[config.mk]
export PLATFORM = sky130hd
export DESIGN_NAME = pe_result_drain_flat
export DESIGN_NICKNAME = d
export VERILOG_FILES = /design/src/rtl/pe_result_drain_if.sv /design/src/rtl/pe_result_drain.sv /design/src/flat_wrapper.sv
export SDC_FILE = /design/constraint.sdc
export NUM_CORES = 1
export LEC_CHECK = 0
export CELL_PAD_IN_SITES_DETAIL_PLACEMENT = 1
export CELL_PAD_IN_SITES_GLOBAL_PLACEMENT = 1
export CORE_ASPECT_RATIO = 0.9
export CORE_MARGIN = 3
export CORE_UTILIZATION = 25
export CTS_CLUSTER_SIZE = 24
export DETAILED_ROUTE_END_ITERATION = 10
export PLACE_DENSITY = 0.65
export SYNTH_ARGS = -nofsm -noshare
export SYNTH_HDL_FRONTEND = slang
export SYNTH_SLANG_ARGS = --single-unit
[constraint.sdc]
create_clock -name clk -period 12.6 [get_ports clk]
set_input_delay 1.26 -clock clk [delete_from_list [all_inputs] [get_ports clk]]
set_output_delay 1.26 -clock clk [all_outputs]
set_load 0.005 [all_outputs]
[src/rtl/pe_result_drain_if.sv]
// Bundle between the PE array result side, the drain block and the downstream stream.
// master = drain block, slave = PE array / downstream consumer side.
interface pe_result_drain_if #(
  parameter int PE_NUM = 8,
  parameter int ACC_W  = 42,
  parameter int OUT_W  = 16,
  parameter int IDX_W  = 3
);
  logic [PE_NUM-1:0][ACC_W-1:0] y_in;
  logic [PE_NUM-1:0]            done_in;
  logic signed [OUT_W-1:0]      out_data;
  logic [IDX_W-1:0]             out_idx;
  logic                         out_valid;
  logic                         out_ready;
  logic                         out_last;
  logic                         out_sat;
  logic                         busy;
  logic                         block_done;
  logic                         err_drop;
  logic                         dbg_state;

  // Stream: a beat transfers on a clock edge where out_valid && out_ready.
  // out_valid never depends on out_ready, and once raised it stays high with
  // out_data/out_idx/out_last/out_sat stable until that beat is accepted.
  modport master (
    input  y_in, done_in, out_ready,
    output out_data, out_idx, out_valid, out_last, out_sat,
           busy, block_done, err_drop, dbg_state
  );

  modport slave (
    output y_in, done_in, out_ready,
    input  out_data, out_idx, out_valid, out_last, out_sat,
           busy, block_done, err_drop, dbg_state
  );
endinterface

[src/rtl/pe_result_drain.sv]
// Collects per-lane PE accumulator results, then requantizes (round, shift,
// saturate) and streams them out in lane order over a valid/ready interface.
module pe_result_drain #(
  parameter int PE_NUM = 8,
  parameter int DW     = 16,
  parameter int N      = 786,
  parameter int ACC_W  = 2*DW + $clog2(N),
  parameter int OUT_W  = 16,
  parameter int SHIFT  = 8,
  localparam int IDX_W = (PE_NUM > 1) ? $clog2(PE_NUM) : 1
) (
  input  logic               clk,
  input  logic               rst,
  pe_result_drain_if.master  bus
);

  typedef enum logic {COLLECT = 1'b0, DRAIN = 1'b1} state_e;

  localparam logic [IDX_W-1:0]     LAST_IDX = IDX_W'(PE_NUM - 1);
  localparam logic signed [ACC_W:0] ONE     = 1;
  localparam logic signed [ACC_W:0] RND     =
    (SHIFT > 0) ? (ONE <<< ((SHIFT > 0) ? SHIFT - 1 : 0)) : '0;
  localparam logic signed [ACC_W:0] SAT_MAX = (ONE <<< (OUT_W - 1)) - ONE;
  localparam logic signed [ACC_W:0] SAT_MIN = -(ONE <<< (OUT_W - 1));

  state_e                  state_q, state_d;
  logic [PE_NUM-1:0]       mask_q, mask_d;
  logic [IDX_W-1:0]        idx_q, idx_d;
  logic signed [ACC_W-1:0] lane_q [PE_NUM];
  logic signed [ACC_W-1:0] lane_d [PE_NUM];
  logic                    block_done_q, block_done_d;
  logic                    err_drop_q, err_drop_d;
  logic                    last_beat;

  logic signed [ACC_W-1:0] sel;
  logic signed [ACC_W:0]   ext, rounded, shifted;
  logic signed [OUT_W-1:0] q_data;
  logic                    q_sat;

  assign last_beat = (idx_q == LAST_IDX);

  always_ff @(posedge clk or posedge rst) begin
    if (rst) begin
      state_q      <= COLLECT;
      mask_q       <= '0;
      idx_q        <= '0;
      block_done_q <= 1'b0;
      err_drop_q   <= 1'b0;
      for (int i = 0; i < PE_NUM; i++) lane_q[i] <= '0;
    end else begin
      state_q      <= state_d;
      mask_q       <= mask_d;
      idx_q        <= idx_d;
      block_done_q <= block_done_d;
      err_drop_q   <= err_drop_d;
      for (int i = 0; i < PE_NUM; i++) lane_q[i] <= lane_d[i];
    end
  end

  always_comb begin
    state_d      = state_q;
    mask_d       = mask_q;
    idx_d        = idx_q;
    block_done_d = 1'b0;
    err_drop_d   = err_drop_q;
    for (int i = 0; i < PE_NUM; i++) lane_d[i] = lane_q[i];

    case (state_q)
      COLLECT: begin
        // Captured lanes are masked, so a level-held done_in is harmless.
        for (int i = 0; i < PE_NUM; i++) begin
          if (bus.done_in[i] && !mask_q[i]) begin
            lane_d[i] = $signed(bus.y_in[i]);
            mask_d[i] = 1'b1;
          end
        end
        if (&mask_d) begin
          state_d = DRAIN;
          idx_d   = '0;
        end
      end
      DRAIN: begin
        if (|bus.done_in) err_drop_d = 1'b1;
        if (bus.out_ready) begin
          if (last_beat) begin
            state_d      = COLLECT;
            mask_d       = '0;
            idx_d        = '0;
            block_done_d = 1'b1;
          end else begin
            idx_d = idx_q + 1'b1;
          end
        end
      end
      default: state_d = COLLECT;
    endcase
  end

  // One extra bit of headroom keeps the rounding add from overflowing.
  always_comb begin
    sel     = lane_q[idx_q];
    ext     = {sel[ACC_W-1], sel};
    rounded = ext + RND;
    shifted = rounded >>> SHIFT;
    q_sat   = 1'b0;
    q_data  = shifted[OUT_W-1:0];
    if (shifted > SAT_MAX) begin
      q_data = SAT_MAX[OUT_W-1:0];
      q_sat  = 1'b1;
    end else if (shifted < SAT_MIN) begin
      q_data = SAT_MIN[OUT_W-1:0];
      q_sat  = 1'b1;
    end
  end

  assign bus.out_valid  = (state_q == DRAIN);
  assign bus.busy       = (state_q == DRAIN);
  assign bus.out_idx    = idx_q;
  assign bus.out_data   = (state_q == DRAIN) ? q_data : '0;
  assign bus.out_last   = (state_q == DRAIN) && last_beat;
  assign bus.out_sat    = (state_q == DRAIN) && q_sat;
  assign bus.block_done = block_done_q;
  assign bus.err_drop   = err_drop_q;
  assign bus.dbg_state  = state_q;

endmodule

[src/flat_wrapper.sv]
// flat-port wrapper written by rule: the top's interface ports become plain ports
module pe_result_drain_flat 
#(
  parameter int PE_NUM = 8,
  parameter int DW     = 16,
  parameter int N      = 786,
  parameter int ACC_W  = 2*DW + $clog2(N),
  parameter int OUT_W  = 16,
  parameter int SHIFT  = 8,
  localparam int IDX_W = (PE_NUM > 1) ? $clog2(PE_NUM) : 1
)
  (clk, rst, bus_y_in, bus_done_in, bus_out_ready, bus_out_data, bus_out_idx, bus_out_valid, bus_out_last, bus_out_sat, bus_busy, bus_block_done, bus_err_drop, bus_dbg_state);
  pe_result_drain_if #(.PE_NUM(PE_NUM), .ACC_W(ACC_W), .OUT_W(OUT_W), .IDX_W((3))) bus_i ();
  input  logic clk;
  input  logic rst;
  input wire logic [$bits(bus_i.y_in)-1:0] bus_y_in;
  input wire logic [$bits(bus_i.done_in)-1:0] bus_done_in;
  input wire logic [$bits(bus_i.out_ready)-1:0] bus_out_ready;
  output wire logic [$bits(bus_i.out_data)-1:0] bus_out_data;
  output wire logic [$bits(bus_i.out_idx)-1:0] bus_out_idx;
  output wire logic [$bits(bus_i.out_valid)-1:0] bus_out_valid;
  output wire logic [$bits(bus_i.out_last)-1:0] bus_out_last;
  output wire logic [$bits(bus_i.out_sat)-1:0] bus_out_sat;
  output wire logic [$bits(bus_i.busy)-1:0] bus_busy;
  output wire logic [$bits(bus_i.block_done)-1:0] bus_block_done;
  output wire logic [$bits(bus_i.err_drop)-1:0] bus_err_drop;
  output wire logic [$bits(bus_i.dbg_state)-1:0] bus_dbg_state;
  assign bus_i.y_in = bus_y_in;
  assign bus_i.done_in = bus_done_in;
  assign bus_i.out_ready = bus_out_ready;
  assign bus_out_data = bus_i.out_data;
  assign bus_out_idx = bus_i.out_idx;
  assign bus_out_valid = bus_i.out_valid;
  assign bus_out_last = bus_i.out_last;
  assign bus_out_sat = bus_i.out_sat;
  assign bus_busy = bus_i.busy;
  assign bus_block_done = bus_i.block_done;
  assign bus_err_drop = bus_i.err_drop;
  assign bus_dbg_state = bus_i.dbg_state;
  pe_result_drain #(.PE_NUM(PE_NUM), .DW(DW), .N(N), .ACC_W(ACC_W), .OUT_W(OUT_W), .SHIFT(SHIFT)) u_core (.clk(clk), .rst(rst), .bus(bus_i));
endmodule
==> out/summary.json <==
{
  "cp.depth": 13,
  "via_count_of_the_first_global_routing_pass": 11400,
  "cts.repair_timing.setup_buffer_count": 0,
  "boundaryPins": 373,
  "yosysUniqueCellTypes": 72,
  "synth_seq_cells": 294,
  "holdCritStartpoint": "u_core.bus.err_drop",
  "final_layout_size_suffix_gt1_share_pct": 34.5,
  "cell_count_of_the_worst_hold_path": 1,
  "multi_input_area_um2": 6840,
  "power.leakage_nw": 7.62,
  "number_of_vias_after_detailed_routing": 9993,
  "timing.critical_path.max_delay_family": "simple AND/OR/NAND/NOR gates",
  "cts_max_level": 2,
  "drt_pre_antenna_iters": 4,
  "yosys_most_used_dff": "sky130_fd_sc_hd__dfrtp_1",
  "cts_buffers": 37,
  "worstHoldPathType": "reg2reg",
  "grt_setup_unrepaired": "no",
  "wirelength_um": 49900,
  "worst-slew-pin-transition_ns": 1.09,
  "cp_slowest_stage_delay_ns": 0.97,
  "initial_antenna_violation_count": 11,
  "tns_ns": 0,
  "synthesis_warning_total": 0,
  "post-route-min-period_ns": 7.83,
  "antenna_left": 0,
  "cts_tree": "built",
  "mappedNetlistArea_um2": 14600,
  "flow.area_growth_from_synthesis_pct": 34.3,
  "post_drt_wl_per_cell_um": 23.9,
  "ctsHoldBuffers": 0,
  "cp-start-kind": "flip-flop",
  "synth_cells": 985,
  "synth.net_count": 1335,
  "clkPwrFrac_pct": 20.3,
  "max_clk_rate_mhz": 128,
  "seq_area_um2": 7370,
  "fillers": 5982,
  "switching_share_pct": 36.1,
  "buffer_ports.inserted": 316,
  "max_transition_viols_final": 0,
  "internal_cell_power_mw": 3.23,
  "max_cap_check_violation_count": 0,
  "setup.worst_path.end_class": "primary output",
  "design.final.nets": 1644,
  "dp.final_hpwl_um": 34900,
  "vdd_drop_max_mv": 0.107,
  "grt.overflow.total": 0,
  "timing.final.setup_violations": 0,
  "place.detailed.instances": 2020,
  "worst_ep_arrival_time_ns": 6.57,
  "worstSkewPairLatency_ns": 0.55,
  "total_power_mw": 5.06,
  "clock_path_buffers": 3,
  "timing.critical_path.slowest_stage_cell": "sky130_fd_sc_hd__nor4_4",
  "viasPerCell": 4.78,
  "critical_path.max_fanout": 35,
  "post_cts_resize_count": 0,
  "timing.critical_path.buf_inv": 3,
  "switching_power_mw": 1.82,
  "finalHoldViolations": 0,
  "initialDrtViolationCount": 454,
  "pwr-share-comb_pct": 45.4,
  "worst_clock_skew_ns": 0.0182,
  "timing.critical_path.required_ns": 11.34,
  "maximum_number_of_pins_on_one_net_before_global_route_repair": 81,
  "synth.yosys.seq_area_share_pct": 50.3,
  "syn_area_per_cell_um2": 14.9,
  "finalCoreUtilization_pct": 34.2,
  "layoutNonFillerInstCount": 2091,
  "number_of_flops_mapped_to_enable_cells_by_yosys": 0,
  "worst_r2r_path_depth": 5,
  "grt_util_all_layers_pct": 16.2,
  "grt_first_pass_wirelength_um": 74300,
  "timing_worst_setup_path_type": "reg2out",
  "share_seq_of_total_power_pct": 34.3,
  "slew_headroom_pct": 26.8,
  "cts.reportedPaths.clkPinSlew_ns": 0.06,
  "drc_errors": 0,
  "reg2reg_from": "u_core.bus.busy",
  "async_reset_ff_share_pct": 100,
  "crit_chain": "buf_4 -> mux4_2 -> mux2_2 -> ha_1 -> inv_1 -> nor4_2 -> nand2_1 -> or4_1 -> o31ai_2 -> o211ai_1 -> nor4_4 -> o32ai_1 -> clkdlybuf4s50_1",
  "clk_root_buffer_cell": "sky130_fd_sc_hd__clkbuf_16",
  "setup.worst_path.start": "u_core.bus.out_idx[0]",
  "die_width_um": 261,
  "die_boundary_height_um": 236,
  "placementRows": 83,
  "outcome": "completed",
  "final.period_utilization_pct": 62.1,
  "fp.dieArea_um2": 61500,
  "initial_core_util_pct": 25.5,
  "floorplan.core_area_um2": 57400,
  "numClockSinks": 294,
  "routabilityCongestion": 0.808,
  "powerDensity_nw_per_um2": 257
}
-- worst paths after layout --
kind	end	slack, ns
hold reg to reg	u_core.bus.err_drop	0.47
setup reg to reg	u_core.lane_q[51]	9.60
hold / removal	u_core.bus.err_drop	0.47
min in group asynchronous	u_core.lane_q[14]	1.16
max in group asynchronous	u_core.bus.out_idx[0]	9.07
setup / recovery	bus_out_data[3]	4.77
-- area by class of cell --
class | count | share of cell area (%)
well taps | 765 | 4.87
clock buffers | 53 | 5.37
diodes | 6 | 0.0764
repair buffers | 330 | 16.6
inverters | 7 | 0.185
flip-flops and latches | 294 | 37.5
multi-input cells | 624 | 34.8
clock inverters | 12 | 0.611
-- layout by cell type, fill, tap and decap left out, types with 6 or more instances in the layout --
cell type,n
sky130_fd_sc_hd__clkdlybuf4s50_1,316
sky130_fd_sc_hd__mux2_2,297
sky130_fd_sc_hd__dfrtp_1,291
sky130_fd_sc_hd__mux4_2,52
sky130_fd_sc_hd__clkbuf_16,37
sky130_fd_sc_hd__mux2i_1,32
sky130_fd_sc_hd__nand2_1,27
sky130_fd_sc_hd__nor2_1,23
sky130_fd_sc_hd__nand3_1,14
sky130_fd_sc_hd__mux4_1,14
sky130_fd_sc_hd__buf_4,14
sky130_fd_sc_hd__nor3_1,11
sky130_fd_sc_hd__xnor2_1,11
sky130_fd_sc_hd__clkbuf_1,9
sky130_fd_sc_hd__o22ai_1,8
sky130_fd_sc_hd__nor4_1,8
sky130_fd_sc_hd__a21oi_1,7
sky130_fd_sc_hd__clkbuf_8,7
sky130_fd_sc_hd__diode_2,6
sky130_fd_sc_hd__o31ai_1,6
sky130_fd_sc_hd__nor3b_2,6
sky130_fd_sc_hd__and3_1,6
sky130_fd_sc_hd__and2_1,6
sky130_fd_sc_hd__nand4_1,6
sky130_fd_sc_hd__o32ai_1,6
-- routing by layer --
layer  vias to the layer above  part of all wire (%)  routed length (um)  GRT usage, %
li1                       4395                     -                   -             -
met3                        73                   5.5                2750          4.01
met2                       240                    47               23600          26.4
met5                         -                  0.20                 102             0
met4                        14                   1.9                 970          4.17
met1                      5271                    45               22500          21.6
-- through the flow --
step           worst slack (ns)  area, um2  hold slack [ns]
3_3_place_gp               5.40      18500            0.450
4_1_cts                    4.69      19600            0.472
3_5_place_dp               5.32      18500            0.460
6_report                   4.77      19700            0.474
2_1_floorplan              3.22      14600            0.465
5_1_grt                    4.30      19700            0.509
-- synth_stat cells, types with 3 or more instances --
cell | instances | area share, %
sky130_fd_sc_hd__dfrtp_1 | 294 | 50
sky130_fd_sc_hd__mux4_1 | 14 | 2.5
sky130_fd_sc_hd__or3_1 | 5 | 0.21
sky130_fd_sc_hd__mux2i_1 | 32 | 2.2
sky130_fd_sc_hd__nor2_1 | 24 | 0.62
sky130_fd_sc_hd__inv_1 | 4 | 0.10
sky130_fd_sc_hd__nor3_1 | 11 | 0.38
sky130_fd_sc_hd__ha_1 | 3 | 0.26
sky130_fd_sc_hd__nand2_1 | 27 | 0.69
sky130_fd_sc_hd__o22ai_1 | 8 | 0.34
sky130_fd_sc_hd__buf_8 | 5 | 0.51
sky130_fd_sc_hd__buf_4 | 7 | 0.36
sky130_fd_sc_hd__or4_1 | 5 | 0.26
sky130_fd_sc_hd__a22oi_1 | 5 | 0.26
sky130_fd_sc_hd__xnor2_1 | 11 | 0.66
sky130_fd_sc_hd__nand3_1 | 14 | 0.48
sky130_fd_sc_hd__nor2b_1 | 5 | 0.21
sky130_fd_sc_hd__nor4_1 | 8 | 0.34
sky130_fd_sc_hd__o21ai_0 | 4 | 0.14
sky130_fd_sc_hd__o31ai_1 | 6 | 0.31
sky130_fd_sc_hd__nor3b_1 | 6 | 0.31
sky130_fd_sc_hd__and3_1 | 6 | 0.26
sky130_fd_sc_hd__buf_12 | 4 | 0.55
sky130_fd_sc_hd__and2_1 | 6 | 0.26
sky130_fd_sc_hd__nand4_1 | 6 | 0.26
sky130_fd_sc_hd__buf_2 | 4 | 0.14
sky130_fd_sc_hd__mux4_2 | 52 | 8.0
sky130_fd_sc_hd__buf_6 | 9 | 0.69
sky130_fd_sc_hd__a21oi_1 | 7 | 0.24
sky130_fd_sc_hd__o32ai_1 | 6 | 0.36
sky130_fd_sc_hd__o32ai_2 | 5 | 0.56
sky130_fd_sc_hd__o211ai_1 | 5 | 0.26
sky130_fd_sc_hd__xor2_1 | 5 | 0.30
sky130_fd_sc_hd__mux2_2 | 297 | 23
sky130_fd_sc_hd__clkbuf_1 | 29 | 0.74
-- worst reg2reg max path, stage by stage, from the launching register on --
cell and delay (ns):
sky130_fd_sc_hd__dfrtp_1 0.70, sky130_fd_sc_hd__inv_1 0.79, sky130_fd_sc_hd__nand2_1 0.24, sky130_fd_sc_hd__nor2_4 0.13
sky130_fd_sc_hd__buf_4 0.57, sky130_fd_sc_hd__mux2_2 0.45
-- sequential cells by signal, indices dropped and copies added, names as in the netlist --
name and cells:
u_core.bus.out_idx 3, u_core.bus.block_done 1, u_core.mask_q 8, u_core.bus.busy 1, u_core.lane_q 280, u_core.bus.err_drop 1
-- power groups by stage --
stage          registers (mW)  logic (mW)  clock network, mW
6_report                 1.73        2.30               1.03
5_1_grt                  1.80        2.49               1.11
4_1_cts                  1.74        2.34               1.07
3_5_place_dp             1.75        2.32                  0
3_3_place_gp             1.72        2.27                  0
2_1_floorplan            1.58        1.64                  0
-- cell families after synthesis --
kind of cell | after synthesis | share of synthesized area (%)
fa+ha+maj | 3 | 0.257
xor+xnor | 16 | 0.958
flops | 294 | 50.3
mux | 398 | 35.9
compound gates | 66 | 3.62
buf+inv | 67 | 3.30
simple gates | 141 | 5.69
Power figures use the tool's default switching activity.
